<file path="src/rtl/conv_stream_sequencer_if.sv">
// -----------------------------------------------------------------------------
// conv_stream_sequencer_if
//
// Purpose:
//   Bundles the byte-stream handshakes and the parallel systolic-array bus of
//   conv_stream_sequencer into one interface. clk and rst are not part of it.
//
// Signals:
//   in_data   [7:0]   operand byte                      (environment -> seq)
//   in_valid          in_data is valid                  (environment -> seq)
//   in_ready          sequencer accepts a byte          (seq -> environment)
//   out_data  [7:0]   result byte                       (seq -> environment)
//   out_valid         out_data is valid                 (seq -> environment)
//   out_ready         downstream accepts the result     (environment -> seq)
//   arr_rst           active-high reset to the array    (seq -> array)
//   arr_i     [127:0] image operands i00..i33, row-major, i00 in MSB byte
//   arr_f     [71:0]  filter operands f00..f22, row-major, f00 in MSB byte
//   arr_o     [31:0]  array results o00,o01,o10,o11, o00 in MSB byte
//   busy              sequencer is not in its LOAD state
//
// Modports:
//   master : the environment (byte source, result sink, array results)
//   slave  : the sequencer itself
// -----------------------------------------------------------------------------
interface conv_stream_sequencer_if;
  logic [7:0]   in_data;
  logic         in_valid;
  logic         in_ready;
  logic [7:0]   out_data;
  logic         out_valid;
  logic         out_ready;
  logic         arr_rst;
  logic [127:0] arr_i;
  logic [71:0]  arr_f;
  logic [31:0]  arr_o;
  logic         busy;

  modport master (
    output in_data, in_valid, out_ready, arr_o,
    input  in_ready, out_data, out_valid, arr_rst, arr_i, arr_f, busy
  );

  modport slave (
    input  in_data, in_valid, out_ready, arr_o,
    output in_ready, out_data, out_valid, arr_rst, arr_i, arr_f, busy
  );
endinterface : conv_stream_sequencer_if

</file>
<file path="src/rtl/conv_stream_sequencer.sv">
// -----------------------------------------------------------------------------
// conv_stream_sequencer
//
// Purpose:
//   Byte-serial front/back end for the 3x3-filter / 4x4-input / 2x2-output
//   systolic convolution array. It collects 16 image bytes followed by 9
//   filter bytes, presents them to the array as parallel buses, releases the
//   array reset for RUN_CYCLES cycles, captures the four 8-bit results and
//   streams them out one byte at a time with valid/ready.
//
// Parameters:
//   RUN_CYCLES  cycles the array is held out of reset before sampling (>= 2)
//   N_IN        image operand bytes (16 for the 4x4 array)
//   N_F         filter operand bytes (9 for the 3x3 array)
//
// Ports:
//   clk   system clock, rising edge
//   rst   synchronous active-high reset
//   bus   conv_stream_sequencer_if.slave (stream handshakes + array bus)
//
// Operation:
//   LOAD  : in_ready=1, arr_rst=1. Byte k lands in slot k (0..15 image,
//           16..24 filter). Accepting the last slot starts RUN.
//   RUN   : arr_rst=0, busy=1, counter counts 0..RUN_CYCLES-1. On the last
//           count arr_o is registered and DRAIN starts.
//   DRAIN : arr_rst=1, out_valid=1, results leave in order o00,o01,o10,o11.
//           The fourth accepted result returns the block to LOAD.
// -----------------------------------------------------------------------------
module conv_stream_sequencer #(
  parameter int RUN_CYCLES = 50,
  parameter int N_IN       = 16,
  parameter int N_F        = 9
) (
  input  logic                   clk,
  input  logic                   rst,
  conv_stream_sequencer_if.slave bus
);

  // ---------------------------------------------------------------------------
  // Local constants
  // ---------------------------------------------------------------------------
  localparam int              N_SLOTS   = N_IN + N_F;
  localparam int              CNT_W     = (RUN_CYCLES > 2) ? $clog2(RUN_CYCLES) : 1;
  localparam logic [4:0]      LAST_SLOT = 5'(N_SLOTS - 1);
  localparam logic [4:0]      LAST_IMG  = 5'(N_IN - 1);
  localparam logic [CNT_W-1:0] LAST_CNT = CNT_W'(RUN_CYCLES - 1);

  typedef enum logic [1:0] {
    LOAD  = 2'b00,
    RUN   = 2'b01,
    DRAIN = 2'b10
  } state_t;

  // ---------------------------------------------------------------------------
  // Registers
  // ---------------------------------------------------------------------------
  state_t            r_state;
  logic [4:0]        r_idx;        // next operand slot to fill
  logic [CNT_W-1:0]  r_cnt;        // array run counter
  logic [1:0]        r_d;          // next result to drain
  logic [127:0]      r_arr_i;
  logic [71:0]       r_arr_f;
  logic [0:3][7:0]   r_res;        // r_res[0] = o00 ... r_res[3] = o11
  logic              r_arr_rst;
  logic              r_in_ready;
  logic              r_out_valid;
  logic [7:0]        r_out_data;
  logic              r_busy;

  // ---------------------------------------------------------------------------
  // Combinational helpers
  // ---------------------------------------------------------------------------
  logic       w_in_ready;
  logic       w_in_fire;
  logic       w_out_fire;
  logic [3:0] w_i_sel;    // byte lane of the current image slot, 0 = LSB
  logic [3:0] w_f_sel;    // byte lane of the current filter slot, 0 = LSB

  // in_ready must read low in any cycle where rst is high, including the
  // cycle in which rst is first raised, so it is qualified with rst here
  // rather than only through the registered state.
  assign w_in_ready = r_in_ready & ~rst;
  assign w_in_fire  = bus.in_valid & w_in_ready;
  assign w_out_fire = r_out_valid & bus.out_ready;

  // Slot 0 is the most significant byte, so the lane index counts down from
  // the last slot of each bus.
  // NOTE: every signal assigned in always_comb gets a default first so no
  // path can leave it unassigned and infer a latch.
  always_comb begin
    w_i_sel = 4'd0;
    w_f_sel = 4'd0;
    w_i_sel = 4'(LAST_IMG - r_idx);
    w_f_sel = 4'(LAST_SLOT - r_idx);
  end

  // ---------------------------------------------------------------------------
  // Sequencer FSM with registered outputs
  // ---------------------------------------------------------------------------
  // NOTE: sequential state is written only with non-blocking assignments so
  // every register samples the pre-edge values of the others.
  always_ff @(posedge clk) begin
    if (rst) begin
      // NOTE: the operand and result registers are wide, but they are driven
      // straight onto the array buses and must read zero after reset, so they
      // are cleared here like the control state.
      r_state     <= LOAD;
      r_idx       <= 5'd0;
      r_cnt       <= '0;
      r_d         <= 2'd0;
      r_arr_i     <= '0;
      r_arr_f     <= '0;
      r_res       <= '0;
      r_arr_rst   <= 1'b1;
      r_in_ready  <= 1'b1;
      r_out_valid <= 1'b0;
      r_out_data  <= 8'd0;
      r_busy      <= 1'b0;
    end else begin
      case (r_state)
        LOAD: begin
          if (w_in_fire) begin
            if (r_idx <= LAST_IMG) begin
              r_arr_i[{w_i_sel, 3'b000} +: 8] <= bus.in_data;
            end else begin
              r_arr_f[{w_f_sel, 3'b000} +: 8] <= bus.in_data;
            end

            if (r_idx == LAST_SLOT) begin
              // Last operand: release the array on the very next cycle.
              r_state    <= RUN;
              r_idx      <= 5'd0;
              r_cnt      <= '0;
              r_in_ready <= 1'b0;
              r_arr_rst  <= 1'b0;
              r_busy     <= 1'b1;
            end else begin
              r_idx <= r_idx + 5'd1;
            end
          end
        end

        RUN: begin
          if (r_cnt == LAST_CNT) begin
            // arr_rst has been low for RUN_CYCLES cycles at this edge; take
            // the results and put the array back into reset.
            r_res       <= bus.arr_o;
            r_out_data  <= bus.arr_o[31:24];
            r_out_valid <= 1'b1;
            r_arr_rst   <= 1'b1;
            r_d         <= 2'd0;
            r_cnt       <= '0;
            r_state     <= DRAIN;
          end else begin
            r_cnt <= r_cnt + CNT_W'(1);
          end
        end

        DRAIN: begin
          if (w_out_fire) begin
            if (r_d == 2'd3) begin
              r_state     <= LOAD;
              r_d         <= 2'd0;
              r_out_valid <= 1'b0;
              r_out_data  <= 8'd0;
              r_in_ready  <= 1'b1;
              r_busy      <= 1'b0;
            end else begin
              // Preload the next result so out_data changes only on a
              // completed transfer and is stable under backpressure.
              r_d        <= r_d + 2'd1;
              r_out_data <= r_res[r_d + 2'd1];
            end
          end
        end

        default: begin
          r_state <= LOAD;
        end
      endcase
    end
  end

  // ---------------------------------------------------------------------------
  // Outputs
  // ---------------------------------------------------------------------------
  assign bus.in_ready  = w_in_ready;
  assign bus.out_valid = r_out_valid;
  assign bus.out_data  = r_out_data;
  assign bus.arr_rst   = r_arr_rst;
  assign bus.arr_i     = r_arr_i;
  assign bus.arr_f     = r_arr_f;
  assign bus.busy      = r_busy;

endmodule : conv_stream_sequencer

</file>
<file path="src/flat_wrapper.sv">
// flat-port wrapper written by rule: the top's interface ports become plain ports
module conv_stream_sequencer_flat 
#(
  parameter int RUN_CYCLES = 50,
  parameter int N_IN       = 16,
  parameter int N_F        = 9
)
  (clk, rst, bus_in_data, bus_in_valid, bus_out_ready, bus_arr_o, bus_in_ready, bus_out_data, bus_out_valid, bus_arr_rst, bus_arr_i, bus_arr_f, bus_busy);
  conv_stream_sequencer_if bus_i ();
  input  logic clk;
  input  logic rst;
  input wire logic [$bits(bus_i.in_data)-1:0] bus_in_data;
  input wire logic [$bits(bus_i.in_valid)-1:0] bus_in_valid;
  input wire logic [$bits(bus_i.out_ready)-1:0] bus_out_ready;
  input wire logic [$bits(bus_i.arr_o)-1:0] bus_arr_o;
  output wire logic [$bits(bus_i.in_ready)-1:0] bus_in_ready;
  output wire logic [$bits(bus_i.out_data)-1:0] bus_out_data;
  output wire logic [$bits(bus_i.out_valid)-1:0] bus_out_valid;
  output wire logic [$bits(bus_i.arr_rst)-1:0] bus_arr_rst;
  output wire logic [$bits(bus_i.arr_i)-1:0] bus_arr_i;
  output wire logic [$bits(bus_i.arr_f)-1:0] bus_arr_f;
  output wire logic [$bits(bus_i.busy)-1:0] bus_busy;
  assign bus_i.in_data = bus_in_data;
  assign bus_i.in_valid = bus_in_valid;
  assign bus_i.out_ready = bus_out_ready;
  assign bus_i.arr_o = bus_arr_o;
  assign bus_in_ready = bus_i.in_ready;
  assign bus_out_data = bus_i.out_data;
  assign bus_out_valid = bus_i.out_valid;
  assign bus_arr_rst = bus_i.arr_rst;
  assign bus_arr_i = bus_i.arr_i;
  assign bus_arr_f = bus_i.arr_f;
  assign bus_busy = bus_i.busy;
  conv_stream_sequencer #(.RUN_CYCLES(RUN_CYCLES), .N_IN(N_IN), .N_F(N_F)) u_core (.clk(clk), .rst(rst), .bus(bus_i));
endmodule
</file>
<file path="config.mk">
export PLATFORM = sky130hd
export DESIGN_NAME = conv_stream_sequencer_flat
export DESIGN_NICKNAME = d
export VERILOG_FILES = /design/src/rtl/conv_stream_sequencer_if.sv /design/src/rtl/conv_stream_sequencer.sv /design/src/flat_wrapper.sv
export SDC_FILE = /design/constraint.sdc
export NUM_CORES = 1
export LEC_CHECK = 0
export ABC_AREA = 1
export ABC_CLOCK_PERIOD_IN_PS = 3350
export CAP_MARGIN = 0
export CORE_MARGIN = 3
export CORE_UTILIZATION = 30
export CTS_CLUSTER_DIAMETER = 100
export CTS_CLUSTER_SIZE = 28
export DETAILED_ROUTE_END_ITERATION = 12
export GPL_TIMING_DRIVEN = 0
export PLACE_DENSITY = 0.52
export SLEW_MARGIN = 20
export SYNTH_ARGS = -nofsm -noshare
export SYNTH_HDL_FRONTEND = slang
export SYNTH_SLANG_ARGS = --single-unit
export TNS_END_PERCENT = 50
</file>
<file path="constraint.sdc">
create_clock -name clk -period 3.35 [get_ports clk]
set_input_delay 0.67 -clock clk [delete_from_list [all_inputs] [get_ports clk]]
set_output_delay 0.67 -clock clk [all_outputs]
set_load 0.02 [all_outputs]
</file>
==> results.tsv <==
metric	value	unit
ctsResizeCount	1	
std_cell_rows	70	
clk_latency	0.51	ns
place_hpwl	31630	µm
ant_nets	0	
hold_buffers	0	
worst_ep_arrival_time	2.50	ns
seq_power_share	54.5	%
viasPerCell	4.707	
synth_enable_flop_cells	0	
root_buffer	clkbuf_16	
syn_to_final_growth	32.09	%
dp_cells	2366	
post_cts_buffers	0	
grt_pass1_wl	61890	µm
die_x	200.1	µm
grt_pass1_vias	10700	
cts_tree	built	
num_vias	11230	
rsz0062_at_grt	false	
portBuffers	254	
max-cap-violations	0	
cts_max_level	1	
hold_viol	0	
wl_met2	18660	µm
outcome	complete, no violations	
synth.top_cell.area_share	45.89	%
dr.pass1.iters	7	
worstSetupPathType	in2out	
p_clk_share	35.9	%
slew_headroom	48.33	%
holdWs	0.4672	ns
highest_layer	met5	
drive_gt1_share	6.539	%
cp.required	2.68	ns
synth_common_cells	nor2_1 (416), dfxtp_1 (259), nand2_1 (244), o21ai_0 (150), nand3_1 (125)	
fin_nets	1931	
power.internal	4171	µW
grt_overflow	0	
num_antenna_cells	0	
end_kind	output pin	
cts_inserted_buffers	14	
die_h	200.1	µm
seq_area_frac_synth	45.89	%
setup_viol	0	
crit_path_start_kind	input pin	
leakagePower	0.005963	µW
dr_wl_met3	2844	µm
num_io_pins	256	
worstMarginPinSlew	0.7722	ns
min-delay-path-class	reg2reg	
drt_iter0_markers	636	
ir_drop	0.2985	mV
start_util	30.64	%
netlist_area	11300	µm²
clk_pin_slew	0.11	ns
p_switching	1511	µW
avgSynthCellArea	7.027	µm²
synth_most_common_cell	nor2_1	
dieArea	40030	µm²
drc_errors	0	
fin_crit	3.170	ns
grtUsageTotal	19.86	%
place_congestion	0.8814	
power_density	380.6	nW/µm²
synthTopCellsByArea	dfxtp_1 (46%), nor2_1 (14%), nand2_1 (8.1%)	
yosysTopAreaCell	dfxtp_1	
clock.fmax	0.3155	GHz
syn-num-nets	1662	
grt_max_degree	29	
path_max_fanout	12	
synth-async-reset-ratio	0	%
yosys_register_bits	259	
fin_cells	2385	
combPwrFrac	9.6	%
clk_path_buf_depth	3	
core_area	36870	µm²
power	5681	µW
drt-met1-wl	18160	µm
synthDistinctLibCells	36	
post-route-period-util	94.63	%
finalWirelength	40890	µm
antenna_found_initial	2	
clock_sinks	259	
wl_per_cell	17.14	µm
finClkSkew	0.02684	ns
slew_violations	0	
finalWorstSetupSlack	0.1800	ns
swShare	26.59	%
preCtsSetupSlack	-0.1970	ns
synth_cells	1608	
ys.flop_type	dfxtp_1	
yosys_warnings	0	
==> final timing paths <==
path                                                     endpoint  slack (ns)                          start  cells after the start
worst max-delay path                                 bus_in_ready        0.18                            rst                      4
worst min-delay path                u_core.r_res[31]$_SDFFE_PP0P_        0.47  u_core.r_res[31]$_SDFFE_PP0P_                      2
worst max register to register  u_core.bus.arr_i[63]$_SDFFE_PP0P_        0.36   u_core.r_idx[1]$_SDFFE_PP0P_                     10
worst min register to register      u_core.r_res[31]$_SDFFE_PP0P_        0.47  u_core.r_res[31]$_SDFFE_PP0P_                      2
==> cells in the final DEF (no fill, tap or decap), drive strengths merged <==
cell           count
o21ai            157
dfxtp            259
clkbuf            53
ha                10
nand4             16
buf               39
or2                1
a211oi             2
nand2            264
clkdlybuf4s50    254
a31oi              1
nor2             435
inv              119
nor3              11
nor3b              1
nand3            133
xnor2              1
o21a               1
bufinv             1
a21oi            119
clkinv             4
==> worst max-delay path, stage by stage <==
cell	delay [ns]
clkdlybuf4s50_1	0.68
clkbuf_2	0.33
nor2_1	0.14
clkdlybuf4s50_1	0.67
==> power by group through the flow <==
stage / combinational (µW) / clock (µW) / sequential, µW
detailed placement: 547 / 0 / 3170
floorplan: 307 / 0 / 3170
CTS: 548 / 2100 / 3100
finish: 545 / 2040 / 3100
global placement: 545 / 0 / 3170
global route: 602 / 2200 / 3100
==> layout make-up <==
type | count | area (µm²)
buffer | 77 | 377.9
clock buffer | 15 | 375.4
clock inverter | 5 | 80.08
fill | 3917 | 21950
inverter | 119 | 456.7
multi-input combinational | 1152 | 5278
sequential | 259 | 5185
tap | 504 | 630.6
timing repair buffer | 254 | 2542
==> state kept, by name (all words and copies together), names as in the netlist <==
register              flops
u_core.r_res             32
u_core.bus.out_valid      1
u_core.r_d                2
u_core.bus.busy           1
u_core.bus.arr_f         72
u_core.r_idx              5
u_core.bus.out_data       8
u_core.r_cnt              6
u_core.bus.arr_i        128
u_core.r_state            2
u_core.r_in_ready         1
u_core.bus.arr_rst        1
==> through the flow <==
stage                     setup TNS (ns)  instance area (µm²)  utilization (%)
final                                  0                14930            40.48
after global routing                   0                14930            40.48
after CTS                              0                14930            40.48
after detailed placement         -0.1970                14470            39.25
after global placement           -0.1934                14470            39.25
after floorplan                        0                11300                -
==> per-layer routing <==
metal	global-route usage [%]	vias up
li1	-	5700
met1	25.93	5124
met2	33.20	335
met3	4.599	63
met4	5.350	4
met5	0	-
==> kinds of logic after synthesis <==
family | Yosys count | share of synthesized area (%)
compound gates | 280 | 12.58
xor+xnor | 1 | 0.07752
fa+ha+maj | 10 | 1.107
buf+inv | 197 | 7.408
flops | 259 | 45.89
simple gates | 861 | 32.94
No activity file was read; power rests on OpenSTA's default activity.
==> variant 1 (same settings) <==
`N_F` is set to 9 in 2 places; all go to 6. Comments in the files are not updated.
--- a/src/rtl/conv_stream_sequencer.sv
+++ b/src/rtl/conv_stream_sequencer.sv
@@ -29,7 +29,7 @@
 module conv_stream_sequencer #(
   parameter int RUN_CYCLES = 50,
   parameter int N_IN       = 16,
-  parameter int N_F        = 9
+  parameter int N_F        = 6
 ) (
   input  logic                   clk,
   input  logic                   rst,
--- a/src/flat_wrapper.sv
+++ b/src/flat_wrapper.sv
@@ -3,7 +3,7 @@
 #(
   parameter int RUN_CYCLES = 50,
   parameter int N_IN       = 16,
-  parameter int N_F        = 9
+  parameter int N_F        = 6
 )
   (clk, rst, bus_in_data, bus_in_valid, bus_out_ready, bus_arr_o, bus_in_ready, bus_out_data, bus_out_valid, bus_arr_rst, bus_arr_i, bus_arr_f, bus_busy);
   conv_stream_sequencer_if bus_i ();
Check against the original RTL: same outputs for any inputs over 4 cycles, from zero or initial values and one cycle with rst high; that may be too few to reach the edited logic, so the function may still have changed.
==> variant 1 against the unedited design <==
  * Power rose by 2.2%
  * Sequential cell count did not move
  * Clock power rose by 7%
  * Area after synthesis rose by 5.4%
  * Routed wire length rose by 11%
  * Synthesized cell count rose by 12%
  * Setup slack improved by 0.17 ns
  * Cell area rose by 4.2%
  * Via count rose by 9.7%
  * Die area rose by 5.2%
  * Critical path type is now register to register
  * Clock skew rose by 0.0044 ns
  * Global-route usage rose by 0.85 points
==> variant 1: results (changes against the unedited design) <==
Outcome: complete, no violations
Slowest cell delay on critical path: 0.45 ns (-0.23 ns)
#MultiIn Comb: 1293 (+12%)
Non-filler cells, final: 2596 (+8.8%)
Diode count: 1 (+1)
Drt total wl: 45460 µm (+11%)
Post-synth top cells: 482 x nor2_1, 352 x nand2_1, 259 x dfxtp_1, 134 x inv_1, 127 x o21ai_0
P_leak: 6.074 nW (+1.9%)
Mapped Nets: 1861 (+12%)
Post-CTS sizing: 0 (-1)
Mean post-synth cell area: 6.597 µm² (-6.1%)
Pre-Repair DR Iteration Count: 8 (+1)
Register area share after synthesis: 0.4354 (-0.02343)
ClkCell Share: 0.03329 (+0.002777)
Compound-cell area share of the yosys netlist: 0.09719 (-0.02859)
Routed wl met3: 3399 µm (+20%)
TritonCTS Buffers: 15 (+1)
Synth unique cells: 32 (-11%)
DP Area: 0.01504 mm² (+3.9%)
Bufs w/o clock: 353 (+6.6%)
M1 wire length: 20530 µm (+13%)
Clock buf count: 16 (+1)
First-pass GRT wire length: 67510 µm (+9.1%)
Nets: 2126 (+10%)
Multi-input combinational area share: 0.3671 (+0.01349)
Detail Placement HPWL: 35490 µm (+12%)
Slew @ Worst Pin: 0.9401 ns (+0.1678 ns)
Peak VDD IR: 0.0002500 V (-16%)
Crit-path max FO: 11 (-1)
Wire length on met2: 20320 µm (+8.9%)
GPL Wtd Cong: 0.9009 (+2.2%)
Vias: 12320 (+9.7%)
Fillers: 4191 (+7.0%)
M1 GR Usage: 0.2806 (+0.02130)
Drt initial violations: 940 (+48%)
Final-layout non-clock buffer area share: 0.1889 (-0.006770)
CP arrival: 3.47 ns (+0.97 ns)
Seq/total area: 0.3332 (-0.01416)
Max Used Layer: met4
XOR/XNOR share of the synthesized area: 0.0007355 (-0.00003958)
Port bufs: 248 (-2.4%)
Non-clk invs: 148 (+24%)
Path depth of the worst reg2reg path: 12 (+2)
Pwr/cell area: 373.1 mW/mm² (-2.0%)
Die Wd: 205.2 µm (+2.6%)
Dpl ws: 0.2440 ns (+0.4411 ns)
Met3 usage: 0.04730 (+0.001314)
Routing usage on met2: 0.3323 (about the same)
[variant 1: path summary, 6_finish.rpt]
check,from,slack (ns),end
hold / removal,u_core.bus.arr_rst$_SDFFE_PP1P_,0.47,u_core.bus.arr_rst$_SDFFE_PP1P_
setup / recovery,u_core.r_idx[0]$_SDFFE_PP0P_,0.35,u_core.bus.arr_i[87]$_SDFFE_PP0P_
setup reg to reg,u_core.r_idx[0]$_SDFFE_PP0P_,0.35,u_core.bus.arr_i[87]$_SDFFE_PP0P_
hold reg to reg,u_core.bus.arr_rst$_SDFFE_PP1P_,0.47,u_core.bus.arr_rst$_SDFFE_PP1P_
[variant 1: logic make-up after synthesis]
logic type                 Yosys count
buffers and inverters              253
and+or+nand+nor                   1055
DFF                                259
adders and majority gates           12
xor gates and xnor gates             1
AOI/OAI and AO/OA                  225
[variant 1: report_power, final]
group          switching (W)  leakage [nW]  total [W]  internal (W)
combinational       0.000377          3.75   0.000528      0.000151
sequential         0.0000103          2.09    0.00310       0.00309
clock                0.00121         0.239    0.00218      0.000962
==> variant 2 (config.mk and constraints unchanged) <==
Without the edit above. Encoding of `state_t`: now one-hot (3 bits for 3 states).
--- a/src/rtl/conv_stream_sequencer.sv
+++ b/src/rtl/conv_stream_sequencer.sv
@@ -45,10 +45,10 @@
   localparam logic [4:0]      LAST_IMG  = 5'(N_IN - 1);
   localparam logic [CNT_W-1:0] LAST_CNT = CNT_W'(RUN_CYCLES - 1);
 
-  typedef enum logic [1:0] {
-    LOAD  = 2'b00,
-    RUN   = 2'b01,
-    DRAIN = 2'b10
+  typedef enum logic [2:0] {
+    LOAD  = 3'b001,
+    RUN   = 3'b010,
+    DRAIN = 3'b100
   } state_t;
 
   // ---------------------------------------------------------------------------
Check against the original RTL: same outputs for any inputs over 4 cycles, from zero or initial values and one cycle with rst high; so few cycles prove little.
==> variant 2 against the unedited design <==
  * Utilization down 0.60 points
  * Critical path type unchanged
  * Non-clock buffer count up 6
  * Critical endpoint unchanged
  * Sequential cell count up 1
  * First-iteration DRC count up 5.8%
  * Highest routed layer unchanged
  * Sequential share of layout area down 0.16 points
  * Area after synthesis up 1.9%
  * Critical path depth up 1
  * Setup slack better by 0.16 ns
  * Clock skew up 0.0035 ns
  * Cell area up 0.86%
  * Routed wire length up 6.7%
Power is not compared: it rests on default switching activity, and its combinational part moved more than twofold at a synthesized area within 25%.
==> variant 2: results (changes against the unedited design) <==
CP arrival: 2.34 ns (-0.16 ns)
DP Area: 0.01462 mm² (+0.99%)
Slew @ Worst Pin: 0.8353 ns (+0.06307 ns)
GRT Total Usage: 0.2046 (+0.005979)
Routed len/inst: 18.29 µm (+6.7%)
Multi-input gate area: 0.005319 mm² (+0.78%)
Worst Hold Slack: 0.4539 ns (-0.01330 ns)
Yosys reg bits: 260 (+0.39%)
Crit-path max FO: 10 (-2)
Outcome: complete, no violations
GPL Wtd Cong: 0.8670 (-1.6%)
Seq/total area: 0.3457 (-0.001642)
Pre-Repair DR Iteration Count: 5 (-2)
#MultiIn Comb: 1109 (-3.7%)
Drt total wl: 43620 µm (+6.7%)
Detail Placement HPWL: 33470 µm (+5.8%)
Synth unique cells: 37 (+2.8%)
Crit Reg-Reg Startpoint: u_core.r_idx[0]$_SDFFE_PP0P_
Routing usage on met2: 0.3195 (-0.01250)
Worst Hold Path EP: u_core.bus.arr_i[78]$_SDFFE_PP0P_
Register area share after synthesis: 0.4521 (-0.006788)
Nets: 1922 (-0.47%)
Vias: 11480 (+2.2%)
Post-synth top cells: 311 x nor2_1, 264 x nand2_1, 260 x dfxtp_1, 150 x a21oi_1, 132 x inv_1
M1 wire length: 20230 µm (+11%)
Die Area: 0.04077 mm² (+1.8%)
First-pass GRT wire length: 65610 µm (+6.0%)
Synth area leaders: dfxtp_1 45%, nor2_1 10%, nand2_1 8.6%, a21oi_1 6.5%, o21ai_0 5.3%
Worst Skew: 0.03038 ns (+0.003539 ns)
==> variant 2: changes by cell type after synthesis, moves of 9 or more <==
cell     change
nand4_1     +63
a22oi_1      +9
nand3_1     -37
a21oi_1     +32
nand2_1     +20
o21ai_0     -29
inv_1       +34
nor2_1     -105
buf_2       +11
==> variant 2: cells by family after synthesis <==
group,Yosys count,share of synthesized area
compound gates,297,0.1328
xor+xnor,2,0.001522
fa+ha+maj,10,0.01087
buf+inv,237,0.08596
flops,260,0.4521
simple gates,800,0.3168
==> variant 2: repair_timing <==
item                       CTS  global route
hold buffers                 0             0
resized for setup            0             2
setup endpoints to repair    0             1
buffers inserted             0             0
==> variant 2: power groups by stage <==
stage               registers (W)  clock network [W]  logic (W)
floorplan                 0.00326                  0   0.000866
detailed placement        0.00324                  0    0.00134
CTS                       0.00317            0.00204    0.00135
global route              0.00318            0.00214    0.00149
global placement          0.00324                  0    0.00134
finish                    0.00317            0.00198    0.00136
==> variant 2: worst max-delay path by stage <==
stage,startpoint,end,cells after the start
detailed placement,rst,bus_in_ready,5
CTS,rst,bus_in_ready,5
finish,rst,bus_in_ready,5
global placement,rst,bus_in_ready,5
global route,u_core.r_idx[0]$_SDFFE_PP0P_,u_core.bus.arr_i[9]$_SDFFE_PP0P_,10
floorplan,u_core.r_idx[0]$_SDFFE_PP0P_,u_core.bus.arr_f[32]$_SDFFE_PP0P_,13
==> variant 2: worst max-delay path, stage by stage <==
cell and delay, ns:
buf_6 0.12, clkbuf_1 0.47, clkbuf_2 0.40, nor2_1 0.13, clkdlybuf4s50_1 0.55
